File: src/rtl/riscv_pkg.sv
// Shared RISC-V encodings and types for the memory/writeback stage.
package riscv_pkg;

  localparam logic [6:0] LOAD   = 7'b0000011;
  localparam logic [6:0] STORE  = 7'b0100011;
  localparam logic [6:0] OP     = 7'b0110011;
  localparam logic [6:0] OP_IMM = 7'b0010011;
  localparam logic [6:0] LUI    = 7'b0110111;
  localparam logic [6:0] AUIPC  = 7'b0010111;
  localparam logic [6:0] JAL    = 7'b1101111;
  localparam logic [6:0] JALR   = 7'b1100111;
  localparam logic [6:0] SYSTEM = 7'b1110011;

  localparam logic [2:0] F3_LB  = 3'b000;
  localparam logic [2:0] F3_LH  = 3'b001;
  localparam logic [2:0] F3_LW  = 3'b010;
  localparam logic [2:0] F3_LBU = 3'b100;
  localparam logic [2:0] F3_LHU = 3'b101;

  localparam logic [2:0] F3_SB  = 3'b000;
  localparam logic [2:0] F3_SH  = 3'b001;
  localparam logic [2:0] F3_SW  = 3'b010;

  localparam logic [2:0] F3_CSRRW  = 3'b001;
  localparam logic [2:0] F3_CSRRS  = 3'b010;
  localparam logic [2:0] F3_CSRRC  = 3'b011;
  localparam logic [2:0] F3_CSRRWI = 3'b101;
  localparam logic [2:0] F3_CSRRSI = 3'b110;
  localparam logic [2:0] F3_CSRRCI = 3'b111;

  typedef enum logic [1:0] {
    IDLE,
    ACCESS,
    DONE
  } mw_state_t;

  typedef enum logic [1:0] {
    EXC_LOAD_MISALIGN  = 2'd0,
    EXC_STORE_MISALIGN = 2'd1,
    EXC_ACCESS_TIMEOUT = 2'd2
  } exc_cause_t;

  // Bytes are always aligned, halfwords need addr[0]=0, words need addr[1:0]=0.
  function automatic logic addr_aligned(input logic [2:0] funct3, input logic [1:0] addr);
    case (funct3[1:0])
      2'b00:   return 1'b1;
      2'b01:   return ~addr[0];
      default: return (addr == 2'b00);
    endcase
  endfunction

  // Set/clear CSR forms skip the CSR write when rs1/uimm is zero.
  function automatic logic csr_is_set_clear(input logic [2:0] funct3);
    return (funct3 == F3_CSRRS) || (funct3 == F3_CSRRC) ||
           (funct3 == F3_CSRRSI) || (funct3 == F3_CSRRCI);
  endfunction

endpackage

File: src/rtl/lsu_load_align.sv
// Picks the addressed lane out of a loaded word and sign/zero-extends it.
module lsu_load_align
  import riscv_pkg::*;
(
  input  logic [31:0] rdata,
  input  logic [1:0]  addr,
  input  logic [2:0]  funct3,
  output logic [31:0] data
);

  logic [31:0] shifted;

  // Shift the addressed byte/halfword down to bit 0, then extend by load type.
  always_comb begin
    shifted = rdata >> {addr, 3'b000};
    case (funct3)
      F3_LB:   data = {{24{shifted[7]}}, shifted[7:0]};
      F3_LH:   data = {{16{shifted[15]}}, shifted[15:0]};
      F3_LBU:  data = {24'h000000, shifted[7:0]};
      F3_LHU:  data = {16'h0000, shifted[15:0]};
      F3_LW:   data = rdata;
      default: data = rdata;
    endcase
  end

endmodule

File: src/rtl/mw_stage_lsu.sv
// Memory/writeback stage: register-file and CSR writeback, loads/stores over a
// req/ack port, misaligned and ack-timeout exceptions.
module mw_stage_lsu
  import riscv_pkg::*;
#(
  parameter int XLEN        = 32,
  parameter int ACK_TIMEOUT = 0
) (
  input  logic            clk,
  input  logic            rst,
  input  logic [XLEN-1:0] pc_in,
  input  logic [XLEN-1:0] ir_in,
  input  logic [XLEN-1:0] alu_in,
  input  logic [XLEN-1:0] wd_in,
  input  logic [XLEN-1:0] csr_data_in,
  input  logic [XLEN-1:0] csr_addr_in,
  output logic            stall_out,
  output logic            dmem_req,
  output logic            dmem_we,
  output logic [XLEN-1:0] dmem_addr,
  output logic [3:0]      dmem_be,
  output logic [XLEN-1:0] dmem_wdata,
  input  logic            dmem_ack,
  input  logic [XLEN-1:0] dmem_rdata,
  output logic            rf_we,
  output logic [4:0]      rf_waddr,
  output logic [XLEN-1:0] rf_wdata,
  output logic            csr_we,
  output logic [11:0]     csr_waddr,
  output logic [XLEN-1:0] csr_wdata,
  output logic            exc_valid,
  output logic [1:0]      exc_cause,
  output logic [XLEN-1:0] exc_pc
);

  localparam int               CNT_W      = (ACK_TIMEOUT > 1) ? $clog2(ACK_TIMEOUT) : 1;
  localparam logic [CNT_W-1:0] CNT_LAST   = CNT_W'(ACK_TIMEOUT - 1);
  localparam bit               TIMEOUT_EN = (ACK_TIMEOUT > 0);

  mw_state_t        state, state_d;
  logic [CNT_W-1:0] cnt, cnt_d;

  logic [6:0]  opcode;
  logic [4:0]  rd;
  logic [4:0]  rs1;
  logic [2:0]  funct3;
  logic        is_load;
  logic        is_store;
  logic        aligned;
  logic [3:0]  store_be;
  logic [31:0] store_data;
  logic [31:0] load_data;

  logic            dmem_req_d;
  logic            dmem_we_d;
  logic [XLEN-1:0] dmem_addr_d;
  logic [3:0]      dmem_be_d;
  logic [XLEN-1:0] dmem_wdata_d;
  logic            rf_we_d;
  logic [4:0]      rf_waddr_d;
  logic [XLEN-1:0] rf_wdata_d;
  logic            csr_we_d;
  logic [11:0]     csr_waddr_d;
  logic [XLEN-1:0] csr_wdata_d;
  logic            exc_valid_d;
  exc_cause_t      exc_cause_d;
  logic [XLEN-1:0] exc_pc_d;

  logic unused_bits;
  assign unused_bits = ^{ir_in[31:20], csr_addr_in[31:12]};

  assign opcode = ir_in[6:0];
  assign rd     = ir_in[11:7];
  assign funct3 = ir_in[14:12];
  assign rs1    = ir_in[19:15];

  lsu_load_align u_load_align (
    .rdata  (dmem_rdata),
    .addr   (alu_in[1:0]),
    .funct3 (funct3),
    .data   (load_data)
  );

  // Decode memory ops, alignment, store lanes and the combinational stall.
  always_comb begin
    is_load  = (opcode == LOAD);
    is_store = (opcode == STORE);
    aligned  = addr_aligned(funct3, alu_in[1:0]);
    case (funct3)
      F3_SB: begin
        store_be   = 4'b0001 << alu_in[1:0];
        store_data = {4{wd_in[7:0]}};
      end
      F3_SH: begin
        store_be   = 4'b0011 << alu_in[1:0];
        store_data = {2{wd_in[15:0]}};
      end
      default: begin
        store_be   = 4'hF;
        store_data = wd_in;
      end
    endcase
    stall_out = (state == ACCESS) || ((state == IDLE) && (is_load || is_store) && aligned);
  end

  // Next state and next values of every registered output.
  always_comb begin
    state_d      = state;
    cnt_d        = '0;
    dmem_req_d   = dmem_req;
    dmem_we_d    = dmem_we;
    dmem_addr_d  = dmem_addr;
    dmem_be_d    = dmem_be;
    dmem_wdata_d = dmem_wdata;
    rf_we_d      = 1'b0;
    rf_waddr_d   = rf_waddr;
    rf_wdata_d   = rf_wdata;
    csr_we_d     = 1'b0;
    csr_waddr_d  = csr_waddr;
    csr_wdata_d  = csr_wdata;
    exc_valid_d  = 1'b0;
    exc_cause_d  = exc_cause_t'(exc_cause);
    exc_pc_d     = exc_pc;

    case (state)
      IDLE: begin
        if (is_load || is_store) begin
          if (aligned) begin
            state_d      = ACCESS;
            dmem_req_d   = 1'b1;
            dmem_we_d    = is_store;
            dmem_addr_d  = {alu_in[XLEN-1:2], 2'b00};
            dmem_be_d    = is_store ? store_be : 4'h0;
            dmem_wdata_d = is_store ? store_data : '0;
          end else begin
            exc_valid_d = 1'b1;
            exc_cause_d = is_load ? EXC_LOAD_MISALIGN : EXC_STORE_MISALIGN;
            exc_pc_d    = pc_in;
          end
        end else begin
          case (opcode)
            OP, OP_IMM, LUI, AUIPC: begin
              rf_we_d    = (rd != 5'd0);
              rf_waddr_d = rd;
              rf_wdata_d = alu_in;
            end
            JAL, JALR: begin
              rf_we_d    = (rd != 5'd0);
              rf_waddr_d = rd;
              rf_wdata_d = pc_in + 32'd4;
            end
            SYSTEM: begin
              if (funct3 != 3'b000) begin
                rf_we_d     = (rd != 5'd0);
                rf_waddr_d  = rd;
                rf_wdata_d  = csr_data_in;
                csr_we_d    = !(csr_is_set_clear(funct3) && (rs1 == 5'd0));
                csr_waddr_d = csr_addr_in[11:0];
                csr_wdata_d = alu_in;
              end
            end
            default: ;
          endcase
        end
      end

      ACCESS: begin
        if (dmem_ack) begin
          state_d    = DONE;
          dmem_req_d = 1'b0;
          if (!dmem_we) begin
            rf_we_d    = (rd != 5'd0);
            rf_waddr_d = rd;
            rf_wdata_d = load_data;
          end
        end else if (TIMEOUT_EN && (cnt == CNT_LAST)) begin
          state_d     = DONE;
          dmem_req_d  = 1'b0;
          exc_valid_d = 1'b1;
          exc_cause_d = EXC_ACCESS_TIMEOUT;
          exc_pc_d    = pc_in;
        end else if (TIMEOUT_EN) begin
          cnt_d = cnt + 1'b1;
        end
      end

      DONE: begin
        state_d = IDLE;
      end

      default: begin
        state_d = IDLE;
      end
    endcase
  end

  // State, timeout counter and registered outputs; synchronous active-low reset.
  always_ff @(posedge clk) begin
    if (!rst) begin
      state      <= IDLE;
      cnt        <= '0;
      dmem_req   <= 1'b0;
      dmem_we    <= 1'b0;
      dmem_addr  <= '0;
      dmem_be    <= 4'h0;
      dmem_wdata <= '0;
      rf_we      <= 1'b0;
      rf_waddr   <= 5'd0;
      rf_wdata   <= '0;
      csr_we     <= 1'b0;
      csr_waddr  <= 12'd0;
      csr_wdata  <= '0;
      exc_valid  <= 1'b0;
      exc_cause  <= 2'd0;
      exc_pc     <= '0;
    end else begin
      state      <= state_d;
      cnt        <= cnt_d;
      dmem_req   <= dmem_req_d;
      dmem_we    <= dmem_we_d;
      dmem_addr  <= dmem_addr_d;
      dmem_be    <= dmem_be_d;
      dmem_wdata <= dmem_wdata_d;
      rf_we      <= rf_we_d;
      rf_waddr   <= rf_waddr_d;
      rf_wdata   <= rf_wdata_d;
      csr_we     <= csr_we_d;
      csr_waddr  <= csr_waddr_d;
      csr_wdata  <= csr_wdata_d;
      exc_valid  <= exc_valid_d;
      exc_cause  <= exc_cause_d;
      exc_pc     <= exc_pc_d;
    end
  end

endmodule

File: config.mk
export PLATFORM = sky130hd
export DESIGN_NAME = mw_stage_lsu
export DESIGN_NICKNAME = d
export VERILOG_FILES = /design/src/rtl/riscv_pkg.sv /design/src/rtl/lsu_load_align.sv /design/src/rtl/mw_stage_lsu.sv
export SDC_FILE = /design/constraint.sdc
export NUM_CORES = 1
export LEC_CHECK = 0
export CORE_AREA = 2 2 161 163
export DETAILED_ROUTE_END_ITERATION = 16
export DIE_AREA = 0 0 163 165
export PLACE_DENSITY = 0.78
export SYNTH_ARGS = -nofsm -noshare
export SYNTH_HDL_FRONTEND = slang
export SYNTH_HIERARCHICAL = 1
export SYNTH_SLANG_ARGS = --single-unit
File: constraint.sdc
create_clock -name clk -period 4 [get_ports clk]
set_clock_uncertainty 0.2 [all_clocks]
set_input_delay 1.2 -clock clk [delete_from_list [all_inputs] [get_ports clk]]
set_output_delay 1.2 -clock clk [all_outputs]
set_load 0.05 [all_outputs]
=== Word level (Yosys, flattened, before mapping) ===
Cells that the tools add are included.

* Bits in registers: 188
* Bits in latches: 0
* RAM bits: 0
* Bits in read-only memories: 0
* Memories kept: 0

* Add/sub/neg operators: 1
* Multipliers: 0
* Div/mod/pow operators: 0
* $lt $le $gt $ge: 0
* Eq/ne operators: 26
* Shift-type cells: 3
* Mux-type cells: 34
* Bitwise logic cells: 7
* Reductions and logical operators: 29

{| class="wikitable"
|+ Operators with widths
! kind !! number
|-
| 32-bit two-way mux || 5
|-
| 32-bit one-hot mux with 2 select lines || 2
|-
| 32-bit one-hot mux with 4 select lines || 1
|-
| 32-bit one-hot mux with 3 select lines || 1
|-
| 32-bit by 3-bit adder with 32-bit output, second input constant || 1
|-
| 32-bit by 5-bit >> shifter with 16-bit output || 1
|-
| 7-bit by 6-bit equality test with 1-bit output, second input constant || 3
|-
| 7-bit equality test, second input constant || 3
|-
| 5-bit two-way mux || 4
|-
| 5-bit one-hot mux with 2 select lines || 2
|-
| 7-bit by 5-bit equality test with 1-bit output, second input constant || 2
|-
| 3-bit equality test, second input constant || 4
|-
| 3-bit AND reduction || 4
|-
| 6-bit AND reduction || 2
|-
| 1-bit two-way mux || 9
|-
| 2-bit inequality test, second input constant || 4
|-
| 1-bit one-hot mux with 2 select lines || 4
|-
| 4-bit one-hot mux with 2 select lines || 1
|-
| 4-bit AND reduction || 2
|-
| 7-bit by 2-bit equality test with 1-bit output, second input constant || 1
|-
| 1-bit inverter || 7
|-
| 3-bit by 2-bit equality test with 1-bit output, second input constant || 2
|-
| 2-bit logical NOT || 3
|-
| 2-bit two-way mux || 3
|-
| 22 further kinds || 29
|}

=== Depth between registers and ports, before layout ===
Gate-level depths: netlist (run 1).

* Depth in word-level cells: 6
* Gate-level depth with buffers: 9
* Depth with buffers taken out: 7

=== By module ===
The synthesis (run 1) kept the hierarchy.

{| class="wikitable"
|+ By module, submodules not included
! module !! instances !! cells each !! area an instance (µm²) !! sequential area each (µm²)
|-
| mw_stage_lsu || 1 || 1065 || 8745.9 || 3743.6
|-
| lsu_load_align || 1 || 106 || 691.9 || 0.0
|}

=== Least setup slack after synthesis (run 1) ===
Ideal clock, no wire load.

* Path kind: input port to output port
* Start point: input ir_in[4]
* End point: output stall_out
* Arrival time: 2845 ps
* Path slack: -245 ps
* Stages: 8
* Buffers on the path: 3
* Cells stage by stage: nand3b_1 -> nor4_1 -> nand2_1 -> or2_2 -> clkbuf_1 -> buf_2 -> buf_2 -> nand2_1

* Word-level cells in the longest chain between the ends: 5

{| class="wikitable"
|+ RTL lines
! element !! line !! source
|-
| start, declared || mw_stage_lsu.sv:12 || <nowiki>input logic [XLEN-1:0] ir_in,</nowiki>
|-
| 7-bit by 2-bit equality test with 1-bit output or 7-bit by 6-bit equality test with 1-bit output (tied branches) || mw_stage_lsu.sv:86, mw_stage_lsu.sv:87 ||
|-
| 1-bit logical OR (*) || mw_stage_lsu.sv:103 || <nowiki>stall_out = (state == ACCESS) || ((state == IDLE) && (is_load || is_store) && aligned);</nowiki>
|-
| 1-bit logical AND (*) (2 in series) || mw_stage_lsu.sv:103 ||
|-
| 1-bit logical OR (*) || mw_stage_lsu.sv:103 ||
|-
| end, declared || mw_stage_lsu.sv:17 || <nowiki>output logic stall_out,</nowiki>
|}

Mark *: on every way between the ends. The rest lies on a longest branch, timed or not.

=== Worst setup path in the final report (run 1) ===
Same ends and word-level chain as after synthesis.

==> results of run 1 <==
-- critical path, delay by kind of cell --
family / cells / cell delay (ps)
buffers and inverters: 2 / 380
and+or+nand+nor: 5 / 960
-- metrics by stage --
step / total power [mW] / utilization [%] / cell area [um2] / setup WS, ps
floorplan: 2.21 / - / 9460 / 1.92
global placement: 2.61 / 55.2 / 13800 / -173
detailed placement: 2.61 / 55.2 / 13800 / -178
CTS: 4.53 / 57.9 / 14500 / 0.0715
global route: 4.64 / 57.9 / 14500 / 2.85
finish: 4.49 / 57.9 / 14500 / 51.0
-- cell usage after synthesis, drive strengths merged, types with 9 or more instances --
library cell / count
a221oi: 15
xor2: 15
clkbuf: 66
nand3: 53
nand4: 10
dfxtp: 187
buf: 29
and2: 9
nor2: 21
mux2: 23
nand2: 337
a21oi: 12
a21boi: 152
o211ai: 19
a22oi: 13
o21ai: 60
and3: 9
a221o: 10
mux2i: 12
xnor2: 12
-- power breakdown --
group / switching, mW / leakage (nW) / internal, mW
clock network: 0.882 / 0.324 / 1.04
registers: 0.00908 / 1.51 / 1.88
logic: 0.353 / 3.15 / 0.334
total: 1.24 / 4.98 / 3.25
-- registers in the layout (all words and copies together) (netlist names) --
register	flops
csr_wdata	32
csr_we	1
dmem_addr	30
dmem_we	1
exc_valid	1
rf_we	1
dmem_wdata	32
csr_waddr	12
exc_cause	1
rf_waddr	5
dmem_be	4
dmem_req	1
state	2
rf_wdata	32
exc_pc	32
-- repair_timing --
item | 4_1_cts | 5_1_grt
endpoints found under the setup margin | 1 | 1
gates resized for setup | 6 | 2
buffers inserted | 1 | 0
pin swaps | 4 | 2
-- routing by layer --
| layer | vias up | GRT usage, % |
|---|---|---|
| li1 | 4836 | - |
| met1 | 4847 | 33.1 |
| met5 | - | 0 |
| met2 | 406 | 49.4 |
| met4 | 0 | 10.5 |
| met3 | 62 | 7.33 |
-- cell type report --
cell class | instances | area [um2] | area share [%]
multi-input cells | 883 | 5290 | 36.4
repair buffers | 442 | 4360 | 30.1
flip-flops and latches | 187 | 3740 | 25.8
clock buffers | 17 | 425 | 2.93
well taps | 330 | 413 | 2.85
clock inverters | 15 | 243 | 1.67
inverters | 8 | 30.0 | 0.207
diodes | 1 | 2.50 | 0.0173
-- path summary, 6_finish.rpt --
path | start | to | depth (start not counted)
setup reg to reg | state[0]$_SDFFE_PN0P_ | rf_wdata[22]$_SDFFE_PN0P_ | 7
hold / removal | rf_waddr[3]$_SDFFE_PN0P_ | rf_waddr[3]$_SDFFE_PN0P_ | 2
setup / recovery | ir_in[4] | stall_out | 7
hold reg to reg | rf_waddr[3]$_SDFFE_PN0P_ | rf_waddr[3]$_SDFFE_PN0P_ | 2
-- cells by family after synthesis --
kind of cell,count (synthesis),share of synthesized area (%)
multiplexers,36,4.26
flip-flops,187,39.7
XOR/XNOR,27,2.51
AO/OA/AOI/OAI,335,26.2
adder cells (fa/ha/maj),1,0.133
buffers and inverters,103,4.85
other,1,0.0397
AND/OR/NAND/NOR,481,22.3
==> qor.csv, run 1 <==
stage,metric,value,unit
status,outcome,completed,
cts,clock_latency,420,ps
cts,cts_max_level,4,
die,die_x,163,um
synth,synth_warnings,6,
synth,synth_edf_count,0,
die,die-area,0.0269,mm2
timing,period_minus_slack,3950,ps
timing,fmax,0.253,GHz
cells_and_area,mostFrequentLayoutCells,"373 x clkdlybuf4s50_1, 336 x nand2_1, 187 x dfxtp_1",
place,dp_hpwl,29.3,mm
die,die_h,165,um
drt,drtIter0Drc,740,
worst_setup_path,critPathMaxStageDelay,330,ps
timing,relSlewSlack,47.0,%
drt,wl_met1,15.2,mm
drt,ant_nets,0,
global_routing,grt_pass1_vias,9885,
synth,yosys_most_used_dff,dfxtp_1,
synth,ys_seq_area_share,39.7,%
drt,drc,0,
timing,fin_tns_setup,0,ps
synth,syn_area_per_cell,8.06,um2
timing,rsz0062_at_grt,false,
place,portBuffers,380,
synth,ys_seq_elements,187,
drt,dr_wl_met3,3.10,mm
worst_setup_path,cp.arrival,2550,ps
cts,cts_made_buffers,17,
cts,path_clk_slew,70,ps
synth,yosys.area.top_type_share,39.7,%
power,p_leak,4.98,nW
drt,drt_wl_total,38.7,mm
timing,tightest_slew,795,ps
synth,synthArstFlopShare,0,%
worst_setup_path,crit_type,input port to primary output,
cells_and_area,syn2layout_area_growth,53.7,%
timing,finalCritPeriodShare,98.7,%
worst_setup_path,cpMaxStageDelayCell,nor4_2,
drt,vias,10151,
synth,synth_cells,1171,
worst_setup_path,start_kind,input port,
cells_and_area,nets,1767,
synth,synthTopCellsByArea,"dfxtp_1 40%, nand2_1 13%, a21boi_0 12%",
place,routabilityCongestion,0.904,
timing,setup_viol,0,
power,p_per_area,310,mW/mm2
cts,cts_max_path_buffers,2,
timing,timing.hold.ws,260,ps
drt,top_layer,met4,
global_routing,grt_max_degree,93,
place,dpl.cell_count,1849,
drt,wl_met2,19.1,mm
die,fp-row-count,58,
cts,cts_tree,yes,
run,drv_cap,0,
cts,cts.sinks,187,
die,core,0.0250,mm2
cts,clockRootBuffer,clkbuf_16,
synth,syn-cell-area,0.00944,mm2
synth,synth_cell_types,73,
cells_and_area,drive_gt1_share,9.28,%
worst_hold_path,hold_path_class,flip-flop to flip-flop,
synth,synth_top_cell_by_area,dfxtp_1,
timing,hold_viol_final,0,
die,initial_core_util,37.7,%
worst_setup_path,crit_path_end_kind,primary output,
power,worst_ir_drop_vdd,0.233,mV
worst_setup_path,cp.required,2600,ps
global_routing,grt_pass1_wl,57.4,mm
global_routing,grtUsageTotal,28.2,%
cts,postCtsHoldBufs,0,
worst_setup_path,r2r_setup_slack,1600,ps
drt,first_pass_iters,5,
cells_and_area,instances_no_fill,1883,
cells_and_area,layout_commonest_cell,clkdlybuf4s50_1,
worst_setup_path,crit_chain,dlygate4sd2_1 -> nand3b_1 -> nor4_2 -> nand2_1 -> or2_4 -> nand2_4 -> buf_8,
drt,via_per_inst,5.39,
timing,slew_viol_final,0,
global_routing,antenna_found_initial,0,
worst_setup_path,crit_path_max_fanout,2,
cells_and_area,nFillCells,2273,
global_routing,gr-total-overflow,0,
drt,wire_per_inst,20.6,um
die,pin_count,416,
(Power assumes the default switching activity.)
==> inputs of run 2 (changes only) <==
- CORE_AREA: 2 2 161 163 -> not set
- CORE_ASPECT_RATIO: not set -> 0.5
- CORE_MARGIN: not set -> 2
- CORE_UTILIZATION: not set -> 39
- DIE_AREA: 0 0 163 165 -> not set
- PLACE_DENSITY: 0.78 -> 0.83
- SLEW_MARGIN: not set -> 25
- clock period: 4 -> 3.3 ns (I/O delays scaled with it)
==> run 2 against run 1 <==
Effect of this change: the run now ends with setup timing left; register-to-register slack got worse by 630 ps; worst setup slack got worse by 110 ps; sequential power grew 21%; worst hold slack got worse by 4.3 ps; clock power grew 4%; highest routed layer unchanged; via count grew 4.3%; final cell count grew 2.5%; sequential share of layout area is 0.69 points lower; power increased by 15%; routed wire length grew 0.71%; die area fell by 5.1%.
==> qor.csv, run 2 (synthesized netlist as in run 1, its figures left out) <==
stage,metric,value,unit
status,outcome,finished with violations,
status,violations,setup timing,
cts,cts_max_path_buffers,2,
drt,vias,10591,
power,switching_share,27.7,%
die,core,0.0239,mm2
place,portBuffers,380,
worst_setup_path,start_kind,input port,
place,dp_worst_setup_slack,-642,ps
timing,fin_ws,-55.3,ps
worst_setup_path,cp_top_family,simple AND/OR/NAND/NOR gates,
timing,relSlewSlack,47.0,%
place,routabilityCongestion,0.927,
worst_setup_path,crit_chain,buf_8 -> nand3b_1 -> nor4_4 -> nand2_1 -> or2_4 -> nand2_8 -> buf_12,
global_routing,gr-total-overflow,0,
worst_setup_path,critPathMaxStageDelay,300,ps
cts,clockRootBuffer,clkbuf_16,
global_routing,grt_pass1_wl,58.5,mm
power,total_power,5.16,mW
drt,via_per_inst,5.48,
die,fp-row-count,40,
drt,drt_wl_total,39.0,mm
cells_and_area,final_core_util,62.4,%
timing,finalCritPeriodShare,102,%
power,seqPwrFrac,44.4,%
worst_setup_path,crit_start,ir_in[4],
power,power_frac_clock,38.6,%
drt,ant_nets,0,
timing,fin_tns_setup,-55.3,ps
drt,drc,0,
worst_setup_path,crit_type,input port to primary output,
worst_hold_path,worstHoldStart,rf_wdata[7]$_SDFFE_PN0P_,
place,dpl.cell_count,1890,
die,die_x,224,um
power,p_int,3.73,mW
cells_and_area,layout_commonest_cell,clkdlybuf4s50_1,
cts,path_clk_slew,70,ps
cts,cts_made_buffers,17,
drt,drtIter0Drc,860,
global_routing,antenna_found_initial,1,
global_routing,grt_pass1_vias,10325,
worst_setup_path,crit_path_end_kind,primary output,
cts,cts_tree,yes,
place,dp_hpwl,29.7,mm
timing,hold_viol_final,0,
power,worst_ir_drop_vdd,0.346,mV
timing,rsz0062_at_grt,true,
cells_and_area,drive_gt1_share,13.3,%
timing,slew_viol_final,0,
drt,wire_per_inst,20.2,um
cells_and_area,syn2layout_area_growth,57.9,%
power,comb_power_share,17.0,%
die,die_h,114,um
die,initial_core_util,39.5,%
worst_hold_path,hold_path_class,flip-flop to flip-flop,
cells_and_area,instances_no_fill,1931,
cts,cts_max_level,4,
worst_setup_path,timing.rr.start,state[1]$_SDFFE_PN0P_,
timing,period_minus_slack,3360,ps
drt,first_pass_iters,6,
global_routing,grtUsageTotal,29.8,%
worst_setup_path,cp.arrival,2170,ps
worst_setup_path,cp_num_buf_inv,2,
cells_and_area,nets,1830,
cells_and_area,mostFrequentLayoutCells,"368 x clkdlybuf4s50_1, 336 x nand2_1, 187 x dfxtp_1",
worst_setup_path,cpMaxStageDelayCell,or2_4,
worst_setup_path,crit_path_max_fanout,2,
power,netSwitchingPower,1.43,mW
cts,cts.sinks,187,
power,p_per_area,346,mW/mm2
cts,clock_latency,450,ps
cells_and_area,nFillCells,2031,
worst_setup_path,cp.required,2110,ps
die,pin_count,416,
run,drv_cap,0,
global_routing,grt_max_degree,70,
cts,postCtsHoldBufs,0,
power,p_leak,5.23,nW
timing,tightest_slew,795,ps
die,die-area,0.0255,mm2
timing,setup_viol,1,
timing,fmax,0.298,GHz
## run 2: final timing paths
check                                                end  slack, ps  depth (start not counted)
worst max register to register  rf_wdata[6]$_SDFFE_PN0P_        970                          7
worst max-delay path                           stall_out        -60                          7
worst min-delay path            rf_wdata[7]$_SDFFE_PN0P_        260                          2
worst min register to register  rf_wdata[7]$_SDFFE_PN0P_        260                          2
## run 2: cell type report
class	instances	area [um2]	share of cell area, %
Multi-Input combinational cell	883	5330	35.8
Timing Repair Buffer	505	4850	32.6
Sequential cell	187	3740	25.1
Clock buffer	20	457	3.06
Tap cell	315	394	2.65
Clock inverter	12	91.3	0.613
Inverter	8	30.0	0.202
Antenna cell	1	2.50	0.0168
## run 2: per-stage QoR
step	hold slack, ps	instance area (um2)
2_1_floorplan	278	9500
3_3_place_gp	242	14300
3_5_place_dp	253	14300
4_1_cts	262	14900
5_1_grt	282	14900
6_report	256	14900
## run 2: timing repair
| action | 4_1_cts | 5_1_grt |
|---|---|---|
| hold endpoints to repair | 0 | 0 |
| buffers inserted | 8 | 0 |
| pin swaps | 6 | 1 |
| cloned | 0 | 0 |
| gates resized for setup | 35 | 6 |
| setup endpoints to repair | 1 | 9 |
## run 2: power groups by stage
stage               logic [mW]  registers [mW]  clock network (mW)
floorplan                0.278            2.41                   0
global placement         0.847            2.34                   0
detailed placement       0.852            2.34                   0
CTS                      0.861            2.29                2.01
global route             0.918            2.29                2.10
finish                   0.876            2.29                1.99
## run 2: worst min-delay path, delay by kind of cell, from the launching register on
family	cells	cell delay, ps
flip-flops	1	310
AND/OR/NAND/NOR	1	50
AO/OA/AOI/OAI	1	50
## run 2: layer usage
layer	global-route usage, %	vias up	share of wire [%]
met2	51.9	463	50
li1	-	4977	-
met1	36.0	5048	40
met5	0	-	0
met3	5.72	103	6.9
met4	13.8	0	4.0
